## src/rtl/mvm_control.sv

```systemverilog
// Control FSM for a small matrix-vector multiply engine.
//
// A job streams ROWS*COLS matrix bytes, then COLS vector bytes, over a shared
// data bus into external memories. The FSM then computes one row at a time:
// ISSUE walks the row's addresses, DRAIN covers the one-cycle memory read
// latency, OUTPUT loads the MAC result register, and WAIT_OUT holds the result
// until downstream accepts it. After the last row it returns to LOAD_M for a
// new job.
//
// Ports:
//   clk, reset         clock, synchronous active-high reset
//   s_valid / s_ready  upstream byte handshake (byte carried on the shared bus)
//   wren_M, addr_M     matrix memory write strobe / address
//   wren_X, addr_X     vector memory write strobe / address
//   clr_acc            clears the MAC accumulator (first ISSUE cycle of a row)
//   en_out             loads the accumulator into the MAC result register
//   m_valid / m_ready  downstream result handshake
//   busy               high in every state except IDLE
module mvm_control #(
  parameter int unsigned ROWS = 3,
  parameter int unsigned COLS = 3
) (
  input  logic       clk,
  input  logic       reset,
  input  logic       s_valid,
  output logic       s_ready,
  output logic       wren_M,
  output logic       wren_X,
  output logic [3:0] addr_M,
  output logic [1:0] addr_X,
  output logic       clr_acc,
  output logic       en_out,
  output logic       m_valid,
  input  logic       m_ready,
  output logic       busy
);

  typedef enum logic [2:0] {
    StIdle,
    StLoadM,
    StLoadX,
    StIssue,
    StDrain,
    StOutput,
    StWaitOut
  } state_e;

  // Terminal counts are compared against count-1 so a 16-entry matrix never
  // needs a fifth counter bit.
  localparam logic [3:0] LastM   = 4'(ROWS * COLS - 1);
  localparam logic [3:0] LastX   = 4'(COLS - 1);
  localparam logic [3:0] ColsW   = 4'(COLS);
  localparam logic [1:0] LastRow = 2'(ROWS - 1);

  state_e     state_q, state_d;
  logic [3:0] cnt_q, cnt_d;  // load count in LOAD_M/LOAD_X, k in ISSUE
  logic [1:0] row_q, row_d;

  logic [3:0] issue_addr;
  assign issue_addr = ({2'b00, row_q} * ColsW) + cnt_q;

  always_ff @(posedge clk) begin
    if (reset) begin
      state_q <= StIdle;
      cnt_q   <= 4'd0;
      row_q   <= 2'd0;
    end else begin
      state_q <= state_d;
      cnt_q   <= cnt_d;
      row_q   <= row_d;
    end
  end

  // Outputs decode registered state only; s_valid reaches the write strobes
  // and m_ready reaches the state advance, nothing else is combinational.
  always_comb begin
    state_d = state_q;
    cnt_d   = cnt_q;
    row_d   = row_q;
    s_ready = 1'b0;
    wren_M  = 1'b0;
    wren_X  = 1'b0;
    addr_M  = 4'd0;
    addr_X  = 2'd0;
    clr_acc = 1'b0;
    en_out  = 1'b0;
    m_valid = 1'b0;

    unique case (state_q)
      StIdle: begin
        cnt_d   = 4'd0;
        row_d   = 2'd0;
        state_d = StLoadM;
      end

      StLoadM: begin
        s_ready = 1'b1;
        addr_M  = cnt_q;
        if (s_valid) begin
          wren_M = 1'b1;
          if (cnt_q == LastM) begin
            cnt_d   = 4'd0;
            state_d = StLoadX;
          end else begin
            cnt_d = cnt_q + 4'd1;
          end
        end
      end

      StLoadX: begin
        s_ready = 1'b1;
        addr_X  = cnt_q[1:0];
        if (s_valid) begin
          wren_X = 1'b1;
          if (cnt_q == LastX) begin
            cnt_d   = 4'd0;
            row_d   = 2'd0;
            state_d = StIssue;
          end else begin
            cnt_d = cnt_q + 4'd1;
          end
        end
      end

      StIssue: begin
        addr_M  = issue_addr;
        addr_X  = cnt_q[1:0];
        clr_acc = (cnt_q == 4'd0);
        if (cnt_q == LastX) begin
          cnt_d   = 4'd0;
          state_d = StDrain;
        end else begin
          cnt_d = cnt_q + 4'd1;
        end
      end

      // Last product arrives from memory this cycle and is accumulated.
      StDrain: begin
        state_d = StOutput;
      end

      StOutput: begin
        en_out  = 1'b1;
        state_d = StWaitOut;
      end

      StWaitOut: begin
        m_valid = 1'b1;
        if (m_ready) begin
          cnt_d = 4'd0;
          if (row_q == LastRow) begin
            row_d   = 2'd0;
            state_d = StLoadM;
          end else begin
            row_d   = row_q + 2'd1;
            state_d = StIssue;
          end
        end
      end

      default: begin
        state_d = StIdle;
      end
    endcase
  end

  assign busy = (state_q != StIdle);

endmodule

```

## config.mk

```make
export PLATFORM = sky130hd
export DESIGN_NAME = mvm_control
export DESIGN_NICKNAME = d
export VERILOG_FILES = /design/src/rtl/mvm_control.sv
export SDC_FILE = /design/constraint.sdc
export NUM_CORES = 1
export LEC_CHECK = 0
export BUFFER_PORTS_ARGS = -buffer_cell sky130_fd_sc_hd__buf_2
export CELL_PAD_IN_SITES_DETAIL_PLACEMENT = 0
export CELL_PAD_IN_SITES_GLOBAL_PLACEMENT = 1
export CORE_MARGIN = 8
export CORE_UTILIZATION = 40
export CTS_BUF_LIST = sky130_fd_sc_hd__clkbuf_16
export CTS_CLUSTER_DIAMETER = 150
export DETAILED_ROUTE_END_ITERATION = 8
export GPL_ROUTABILITY_DRIVEN = 0
export GPL_TIMING_DRIVEN = 0
export PLACE_DENSITY = 0.9
export SYNTH_ARGS = -nofsm -noshare
export SYNTH_HDL_FRONTEND = slang
export SYNTH_SLANG_ARGS = --single-unit
export TNS_END_PERCENT = 50
```

## constraint.sdc

```tcl
create_clock -name clk -period 2.7 [get_ports clk]
set_input_delay 0.54 -clock clk [delete_from_list [all_inputs] [get_ports clk]]
set_output_delay 0.54 -clock clk [all_outputs]
set_load 0.005 [all_outputs]
```

==> results.py, run 1 <==
metrics = {
    "run_status": {
        "status": "complete, but fails checks",
        "violations": "setup timing",
    },
    "floorplanning": {
        "die_h_um": 63.0,
        "die_w_um": 63.0,
        "initial_core_util": 0.411,
        "boundaryPins": 17,
        "fp.coreArea_um2": 2150,
        "die_area_um2": 3960,
        "num_rows": 17,
    },
    "sta": {
        "finalSetupViolCount": 2,
        "rsz0062_at_grt": "true",
        "fmax_ghz": 0.352,
        "finClkSkew_ns": 0.00143,
        "tns_ns": -0.253,
        "hold_viol_final": 0,
        "worst_slack_ns": -0.144,
        "worst_pin_slew_ns": 0.672,
        "relSlewSlack": 0.552,
        "maxSlewViolCount": 0,
        "finalCriticalPeriod_ns": 2.84,
        "period_share": 1.05,
    },
    "drt": {
        "dr.pass1.iters": 4,
        "wl_um": 2140,
        "via_count": 847,
        "drc": 0,
        "via_per_inst": 5.39,
        "wire_per_inst_um": 13.6,
        "drtIter0Drc": 17,
        "ant_nets": 0,
    },
    "placement": {
        "port_buffers": 16,
        "place_area_um2": 997,
        "pre_cts_slack_ns": -0.0679,
        "dp_hpwl_um": 1650,
    },
    "finish": {
        "antenna_cells_inserted": 0,
        "fillers": 211,
        "drive_gt1_frac": 0.295,
        "finalInstanceArea_um2": 1120,
        "area_growth_syn_to_layout_pct": 26.7,
        "finalCoreUtilization": 0.520,
        "finalNetCount": 145,
    },
    "worst_setup_path": {
        "critPathLaunchType": "register",
        "cp.required_ns": 2.16,
        "critical_path_class": "reg -> out",
        "worstPathMaxFanout": 4,
        "cp.arrival_ns": 2.30,
        "end_kind": "output pin",
    },
    "clock_network": {
        "root_buffer": "clkbuf_16",
        "holdBufCountCts": 0,
        "clock_sinks": 9,
        "cts_buffer_depth": 2,
        "cts_tree": "done",
        "clk_latency_ns": 0.24,
        "cts_buffers": 3,
        "htree_levels": 1,
        "clkTransAtPathRegs_ns": 0.04,
    },
    "global_route": {
        "grt_first_pass_wirelength_um": 3750,
        "grt_max_degree": 11,
        "track_usage": 0.116,
        "grt_pass1_vias": 853,
        "antenna_found_initial": 0,
        "gr-total-overflow": 0,
    },
    "logic_synthesis": {
        "synth.avg_cell_area_um2": 8.32,
        "syn_nets": 121,
        "synthDominantCellAreaShare": 0.204,
        "yosysSeqAreaShare": 0.204,
        "ys_types": 39,
        "synth_area_um2": 882,
        "synth_area_leaders": "dfxtp_1 (20%), ha_1 (13%), nor2_1 (5.5%)",
        "synth_cells": 106,
        "synth_top_area_cell": "dfxtp_1",
        "ys_ff_latch": 9,
        "ys_warn_count": 0,
    },
    "min_path": {
        "holdCritPathClass": "reg -> reg",
    },
    "power_and_ir_drop": {
        "p_leak_uw": 0.000471,
        "power_uw": 809,
        "power_density_nw_per_um2": 724,
        "ir_drop_mv": 0.373,
    },
    "run": {
        "cap_violations": 0,
    },
}
[report_power, final]
group	internal, uW	leakage [uW]	switching (uW)
combinational	145	0.000354	231
sequential	154	0.0000752	16.4
clock	194	0.0000423	67.9
total	493	0.000471	316
[cell usage after synthesis]
cell type,count
nor2_1,13
dfxtp_1,9
ha_1,9
inv_1,8
a21oi_1,5
nand2_1,5
nand3_1,4
buf_2,3
nand2b_1,3
nor3b_1,3
o21ai_1,3
or4b_1,3
a211oi_1,2
a31oi_1,2
buf_6,2
clkbuf_1,2
fa_1,2
mux2i_1,2
nand4b_1,2
o2111ai_1,2
o31ai_1,2
o32ai_1,2
xnor2_1,2
a32oi_1,1
and3_1,1
and3b_1,1
and4bb_1,1
buf_1,1
nand2b_2,1
nand3b_1,1
nor2b_1,1
nor3b_4,1
nor4b_1,1
o211ai_1,1
o32ai_2,1
or2_2,1
or3_1,1
or4_1,1
xor2_1,1
[worst max-delay path: stages, from the launching register on]
cell and delay (ns):
dfxtp_4 0.34, inv_2 0.05, fa_1 0.48, inv_1 0.07, ha_1 0.14, inv_1 0.05, fa_2 0.36, xnor2_2 0.16
nand2_1 0.07, xor2_1 0.15, nor2_1 0.08, buf_2 0.12
[routing by layer]
metal	GRT usage	vias to the layer above	part of all wire
met5	0	-	0
met4	0.0541	0	0.017
met3	0.0448	5	0.060
met2	0.190	20	0.47
met1	0.129	399	0.45
li1	-	423	-
[kinds of logic after synthesis]
group	synth area share
AOI/OAI and AO/OA	0.170
muxes	0.0227
DFF	0.204
xor gates and xnor gates	0.0298
and+or+nand+nor	0.311
adders and majority gates	0.173
buffers and inverters	0.0894
[layout make-up]
| cell class | instances | area [um^2] | area share |
|---|---|---|---|
| Inverter | 8 | 30.0 | 0.0269 |
| Tap cell | 28 | 35.0 | 0.0314 |
| Timing Repair Buffer | 19 | 103 | 0.0918 |
| Sequential cell | 9 | 189 | 0.169 |
| Multi-Input combinational cell | 81 | 633 | 0.567 |
| Clock buffer | 3 | 75.1 | 0.0672 |
| Clock inverter | 1 | 3.75 | 0.00336 |
| Buffer | 8 | 48.8 | 0.0437 |
[metrics by stage]
| step | hold WS, ns | instances |
|---|---|---|
| after floorplan | 0.487 | 106 |
| after global placement | 0.516 | 150 |
| after detailed placement | 0.529 | 150 |
| after CTS | 0.570 | 157 |
| after global routing | 0.599 | 157 |
| final | 0.563 | 157 |
[sequential cells by signal (all words and copies together), names as in the netlist]
| register | cells |
|---|---|
| cnt_q | 4 |
| state_q | 3 |
| row_q | 2 |
[layout by cell type, fill, tap and decap left out, types with 2 or more instances in the layout]
cell type	synthesis	layout
dfxtp_4	0	2
nand2b_1	3	3
o31ai_1	2	2
nor2_1	13	13
inv_2	0	2
o2111ai_1	2	2
a31oi_1	2	2
dfxtp_1	9	6
clkbuf_1	2	2
clkbuf_16	0	3
or4b_1	3	3
o21ai_1	3	3
a21oi_1	5	5
buf_4	0	3
ha_1	9	9
o32ai_1	2	2
nor3b_1	3	3
mux2i_1	2	2
buf_2	3	19
nand4b_1	2	2
nand3_1	4	4
nand2_1	5	5
inv_1	8	7
buf_6	2	2
a211oi_1	2	2
[worst paths after layout]
path         slack, ns  cells after the start                   from                     to
max              -0.14                     11  cnt_q[1]$_SDFFE_PP0P_              addr_M[3]
min               0.56                      2  cnt_q[1]$_SDFFE_PP0P_  cnt_q[1]$_SDFFE_PP0P_
max reg2reg       0.77                      6  cnt_q[0]$_SDFFE_PP0P_  cnt_q[2]$_SDFFE_PP0P_
min reg2reg       0.56                      2  cnt_q[1]$_SDFFE_PP0P_  cnt_q[1]$_SDFFE_PP0P_
[timing repair]
action	in CTS	in global routing
setup endpoints to repair	2	2
setup buffers	3	0
pin swaps	1	0
gates cloned	0	0
gates resized for setup	8	1
(Power assumes the default switching activity.)
==> run 2, diff against run 1 <==
--- a/config.mk
+++ b/config.mk
@@ -8,6 +8,7 @@
 export BUFFER_PORTS_ARGS = -buffer_cell sky130_fd_sc_hd__buf_2
 export CELL_PAD_IN_SITES_DETAIL_PLACEMENT = 0
 export CELL_PAD_IN_SITES_GLOBAL_PLACEMENT = 1
+export CORE_ASPECT_RATIO = 1.4
 export CORE_MARGIN = 8
 export CORE_UTILIZATION = 40
 export CTS_BUF_LIST = sky130_fd_sc_hd__clkbuf_16
==> run 2 against run 1 <==
Effect of this change:
- the run still ends with setup timing left
- cell count shrank 3.8%
- count of clock-buffer cells in the layout is the same
- total power grew 1.6%
- clock power grew 2%
- critical path depth is the same
- wire length grew 4.4%
- setup slack gained 0.064 ns
- critical endpoint unchanged
- largest power group unchanged
==> results.py, run 2 (same netlist as run 1, synthesis figures left out) <==
metrics = {
    "clock_network": {
        "clock_sinks": 9,
        "root_buffer": "clkbuf_16",
        "holdBufCountCts": 0,
        "cts_buffer_depth": 2,
        "clkTransAtPathRegs_ns": 0.04,
        "htree_levels": 1,
        "cts_tree": "done",
        "cts_buffers": 3,
        "clk_latency_ns": 0.24,
    },
    "floorplanning": {
        "die_h_um": 71.6,
        "die_w_um": 55.7,
        "die_area_um2": 3990,
        "initial_core_util": 0.415,
        "boundaryPins": 17,
        "fp.coreArea_um2": 2130,
        "num_rows": 20,
    },
    "worst_setup_path": {
        "r2r_cells": 6,
        "r2r_end": "state_q[1]$_SDFFE_PP0P_",
        "worstPathMaxFanout": 3,
        "end_kind": "output pin",
        "r2r-start": "cnt_q[0]$_SDFFE_PP0P_",
        "rrSetupSlack_ns": 0.75,
        "cp.required_ns": 2.16,
        "cp.arrival_ns": 2.24,
        "critPathLaunchType": "register",
        "critical_path_class": "reg -> out",
    },
    "sta": {
        "finalCriticalPeriod_ns": 2.78,
        "finClkSkew_ns": 0.00124,
        "worst_pin_slew_ns": 0.684,
        "finalSetupViolCount": 2,
        "period_share": 1.03,
        "hold_viol_final": 0,
        "relSlewSlack": 0.544,
        "worst_slack_ns": -0.0796,
        "maxSlewViolCount": 0,
        "rsz0062_at_grt": "true",
        "fmax_ghz": 0.360,
    },
    "power_and_ir_drop": {
        "power_density_nw_per_um2": 747,
        "seqPwrFrac": 0.209,
        "p_leak_uw": 0.000464,
        "power.internal_uw": 495,
        "pwr-share-clk": 0.323,
        "p_comb_frac": 0.467,
        "ir_drop_mv": 0.450,
        "switchingPower_uw": 327,
        "p_sw_frac": 0.398,
    },
    "min_path": {
        "hold_depth": 2,
        "holdPathEnd": "cnt_q[1]$_SDFFE_PP0P_",
        "holdCritPathClass": "reg -> reg",
        "hp-start": "cnt_q[1]$_SDFFE_PP0P_",
    },
    "run_status": {
        "violations": "setup timing",
        "status": "complete, but fails checks",
    },
    "drt": {
        "dr.pass1.iters": 4,
        "drtIter0Drc": 19,
        "via_count": 867,
        "ant_nets": 0,
        "wl_um": 2240,
        "wire_per_inst_um": 14.8,
        "via_per_inst": 5.74,
        "drc": 0,
    },
    "global_route": {
        "grt_pass1_vias": 864,
        "grt_first_pass_wirelength_um": 3800,
        "grt_max_degree": 11,
        "track_usage": 0.114,
        "antenna_found_initial": 0,
        "gr-total-overflow": 0,
    },
    "finish": {
        "drive_gt1_frac": 0.295,
        "largest_registers": "cnt_q (4), state_q (3), row_q (2)",
        "antenna_cells_inserted": 0,
        "mostFrequentLayoutCells": "buf_2 (19), nor2_1 (13), ha_1 (9), inv_1 (6), dfxtp_1 (6)",
        "area_growth_syn_to_layout_pct": 24.7,
        "final_common_cell": "buf_2",
        "finalNetCount": 145,
        "largest_register_ffs": 4,
        "finalCoreUtilization": 0.517,
        "top_register": "cnt_q",
        "fillers": 208,
        "finalInstanceArea_um2": 1100,
    },
    "run": {
        "cap_violations": 0,
    },
    "placement": {
        "place_area_um2": 990,
        "port_buffers": 16,
        "dp_hpwl_um": 1680,
    },
}
## run 2: cell count changes in the layout (fill, tap and decap cells not counted)
cell / change
xnor2_1: +1
inv_1: -1
inv_2: +1
dfxtp_4: -1
dfxtp_2: +1
xnor2_2: -1
## run 2: final cells by class
class	count	area (um^2)	share of cell area
multi-input combinational	81	626	0.569
sequential	9	186	0.170
timing repair buffer	19	103	0.0933
clock buffer	3	75.1	0.0683
buffer	8	48.8	0.0444
inverter	8	30.0	0.0273
tap	22	27.5	0.0250
clock inverter	1	3.75	0.00341
## run 2: per-stage QoR
step	setup slack, ns	power [uW]	hold WS (ns)	TNS (ns)	cells
2_1_floorplan	0.196	443	0.487	0	106
3_3_place_gp	-0.0304	542	0.519	-0.0304	144
3_5_place_dp	-0.0479	553	0.517	-0.0479	144
4_1_cts	-0.0995	821	0.551	-0.177	151
5_1_grt	-0.174	880	0.580	-0.321	151
6_report	-0.0796	822	0.556	-0.146	151
## run 2: critical path, cell delays in order (launching register included)
cell     delay (ns)
dfxtp_2        0.33
inv_2          0.05
fa_1           0.47
inv_1          0.07
ha_1           0.14
inv_1          0.05
fa_2           0.33
xnor2_1        0.15
nand2_1        0.08
xor2_1         0.15
nor2_1         0.08
buf_2          0.11
## run 2: worst max path at each step
stage | startpoint | endpoint | slack [ns]
after global placement | cnt_q[1]$_SDFFE_PP0P_ | addr_M[3] | -0.03
after global routing | row_q[1]$_SDFFE_PP0P_ | addr_M[3] | -0.17
final | row_q[1]$_SDFFE_PP0P_ | addr_M[3] | -0.08
after CTS | row_q[1]$_SDFFE_PP0P_ | addr_M[3] | -0.1
after detailed placement | cnt_q[1]$_SDFFE_PP0P_ | addr_M[3] | -0.05
after floorplan | cnt_q[1]$_SDFFE_PP0P_ | addr_M[3] | 0.20
## run 2: power by group through the flow
stage          clock network (uW)  registers, uW  logic (uW)
2_1_floorplan                   0            170         272
3_3_place_gp                    0            174         367
3_5_place_dp                    0            176         378
4_1_cts                       265            172         384
5_1_grt                       271            176         434
6_report                      266            172         384
## run 2: timing repair
action / CTS / global route
cloned: 0 / 0
pin swaps: 2 / 1
buffers inserted: 3 / 0
resized for setup: 8 / 0
setup endpoints to repair: 2 / 2
## run 2: per-layer routing
| layer | GRT usage | up-vias | share of wire |
|---|---|---|---|
| met5 | 0 | - | 0 |
| met4 | 0.0522 | 0 | 0.0063 |
| met3 | 0.0371 | 2 | 0.064 |
| met2 | 0.203 | 18 | 0.51 |
| met1 | 0.117 | 420 | 0.41 |
| li1 | - | 427 | - |
==> run 3, diff against run 2 <==
--- a/config.mk
+++ b/config.mk
@@ -8,14 +8,12 @@
 export BUFFER_PORTS_ARGS = -buffer_cell sky130_fd_sc_hd__buf_2
 export CELL_PAD_IN_SITES_DETAIL_PLACEMENT = 0
 export CELL_PAD_IN_SITES_GLOBAL_PLACEMENT = 1
-export CORE_ASPECT_RATIO = 1.4
 export CORE_MARGIN = 8
 export CORE_UTILIZATION = 40
 export CTS_BUF_LIST = sky130_fd_sc_hd__clkbuf_16
 export CTS_CLUSTER_DIAMETER = 150
 export DETAILED_ROUTE_END_ITERATION = 8
 export GPL_ROUTABILITY_DRIVEN = 0
-export GPL_TIMING_DRIVEN = 0
 export PLACE_DENSITY = 0.9
 export SYNTH_ARGS = -nofsm -noshare
 export SYNTH_HDL_FRONTEND = slang
==> run 3 against run 2 <==
Effect of this change:
- combinational power down 16%
- clock skew up 0.00070 ns
- sequential share of layout area up 0.54 points
- the flow still finishes with violations (setup timing)
- cell count down 0.66%
- wire length down 13%
- final area down 3.1%
- first-iteration DRC count rose to 2.9 times the previous value
- clock power down 3%
- via count down 9.0%
- hold slack worse by 0.031 ns
==> results.py, run 3 (same netlist as run 1, synthesis figures left out) <==
metrics = {
    "run_status": {
        "status": "complete, but fails checks",
        "violations": "setup timing",
    },
    "finish": {
        "finalNetCount": 138,
        "mostFrequentLayoutCells": "buf_2 (16), nor2_1 (13), ha_1 (9), inv_1 (6), dfxtp_1 (6)",
        "fillers": 216,
        "largest_registers": "cnt_q (4), state_q (3), row_q (2)",
        "largest_register_ffs": 4,
        "final-instance-count-excl-fill": 150,
        "final_common_cell": "buf_2",
        "antenna_cells_inserted": 0,
        "drive_gt1_frac": 0.279,
        "top_register": "cnt_q",
        "area_growth_syn_to_layout_pct": 20.9,
    },
    "min_path": {
        "hp-start": "cnt_q[1]$_SDFFE_PP0P_",
        "holdPathEnd": "cnt_q[1]$_SDFFE_PP0P_",
        "hold_depth": 2,
        "holdCritPathClass": "reg -> reg",
    },
    "sta": {
        "worst_pin_slew_ns": 0.696,
        "finalCriticalPeriod_ns": 2.80,
        "hold_viol_final": 0,
        "maxSlewViolCount": 0,
        "relSlewSlack": 0.536,
        "finalSetupViolCount": 2,
        "rsz0062_at_grt": "true",
        "period_share": 1.04,
        "fmax_ghz": 0.358,
        "tns_ns": -0.179,
        "worst_slack_ns": -0.0959,
        "whs_ns": 0.526,
        "finClkSkew_ns": 0.00194,
    },
    "drt": {
        "wl_um": 1940,
        "via_per_inst": 5.26,
        "dr.pass1.iters": 4,
        "ant_nets": 0,
        "drc": 0,
        "via_count": 789,
        "wire_per_inst_um": 13.0,
        "drtIter0Drc": 55,
    },
    "power_and_ir_drop": {
        "p_leak_uw": 0.000437,
        "ir_drop_mv": 0.416,
        "power_density_nw_per_um2": 741,
    },
    "run": {
        "cap_violations": 0,
    },
    "clock_network": {
        "clk_latency_ns": 0.23,
        "htree_levels": 1,
        "cts_buffer_depth": 2,
        "cts_tree": "done",
        "cts_setup_buffers": 0,
        "clock_sinks": 9,
        "holdBufCountCts": 0,
        "clkTransAtPathRegs_ns": 0.04,
        "root_buffer": "clkbuf_16",
        "cts_buffers": 3,
    },
    "worst_setup_path": {
        "critPathLaunchType": "register",
        "cp.required_ns": 2.16,
        "slowest_stage": "fa_1",
        "r2r_cells": 6,
        "worstPathCellList": "inv_2, fa_1, inv_1, ha_1, inv_1, fa_2, xnor2_1, nand2_1, xor2_1, nor2_1, buf_2",
        "crit_path_frequent_cell": "inv_1",
        "rrSetupSlack_ns": 0.79,
        "max_stage_delay_ns": 0.47,
        "r2r_end": "state_q[1]$_SDFFE_PP0P_",
        "end_kind": "output pin",
        "r2r-start": "cnt_q[0]$_SDFFE_PP0P_",
        "worstPathMaxFanout": 4,
        "critical_path_class": "reg -> out",
        "cp.arrival_ns": 2.26,
    },
    "floorplanning": {
        "die_h_um": 63.0,
        "boundaryPins": 17,
        "initial_core_util": 0.411,
        "die_w_um": 63.0,
        "die_area_um2": 3960,
        "num_rows": 17,
        "fp.coreArea_um2": 2150,
    },
    "global_route": {
        "antenna_found_initial": 0,
        "grt_first_pass_wirelength_um": 3350,
        "grt_max_degree": 22,
        "gr-total-overflow": 0,
        "grt_pass1_vias": 765,
        "track_usage": 0.101,
    },
    "placement": {
        "numPlacedInstances": 146,
        "port_buffers": 16,
        "dp_hpwl_um": 1550,
        "pre_cts_slack_ns": 0.0111,
    },
}
==> run 3: worst max-delay path by stage <==
stage                                startpoint   endpoint  slack [ns]  depth (start not counted)
after CTS                 cnt_q[1]$_SDFFE_PP0P_  addr_M[3]       -0.12                         11
final                     cnt_q[1]$_SDFFE_PP0P_  addr_M[3]        -0.1                         11
after floorplan           cnt_q[1]$_SDFFE_PP0P_  addr_M[3]        0.20                         10
after global routing      cnt_q[1]$_SDFFE_PP0P_  addr_M[3]       -0.24                         11
after detailed placement  row_q[1]$_SDFFE_PP0P_  addr_M[3]        0.01                         11
after global placement    row_q[1]$_SDFFE_PP0P_  addr_M[3]        0.07                         11
==> run 3: metrics by stage <==
step,total power (uW),area (um^2),utilization
floorplan,443,882,-
global placement,533,978,0.455
detailed placement,540,978,0.455
CTS,803,1060,0.495
global route,847,1070,0.496
finish,790,1070,0.496
==> run 3: critical path, delay by kind of cell, from the launching register on <==
family / cells / cell delay, ns
adders and majority gates: 3 / 0.94
DFF: 1 / 0.32
xor gates and xnor gates: 2 / 0.31
buffers and inverters: 4 / 0.29
and+or+nand+nor: 2 / 0.17
==> run 3: layout make-up <==
cell class                      count  area, um^2  area share
Sequential cell                     9         186       0.175
Clock inverter                      1        3.75     0.00352
Tap cell                           28        35.0      0.0329
Multi-Input combinational cell     81         626       0.587
Timing Repair Buffer               20         110       0.103
Clock buffer                        3        75.1      0.0704
Inverter                            8        30.0      0.0282
==> run 3: where the power goes <==
group          switching [uW]  leakage [uW]  internal, uW
logic                     184      0.000320           140
registers                54.6     0.0000749           154
clock network            63.6     0.0000423           193
total                     302      0.000437           488
==> run 3: layer usage <==
metal,GRT usage,part of all wire,up-vias
met5,0,0,-
li1,-,-,414
met3,0.0466,0.080,4
met2,0.163,0.46,21
met1,0.115,0.45,350
met4,0.0342,0.015,0
==> run 3: repair_timing <==
item,in CTS,in global routing
hold endpoints to repair,0,0
resized for setup,7,1
endpoints found under the setup margin,2,2
pin swaps,1,1
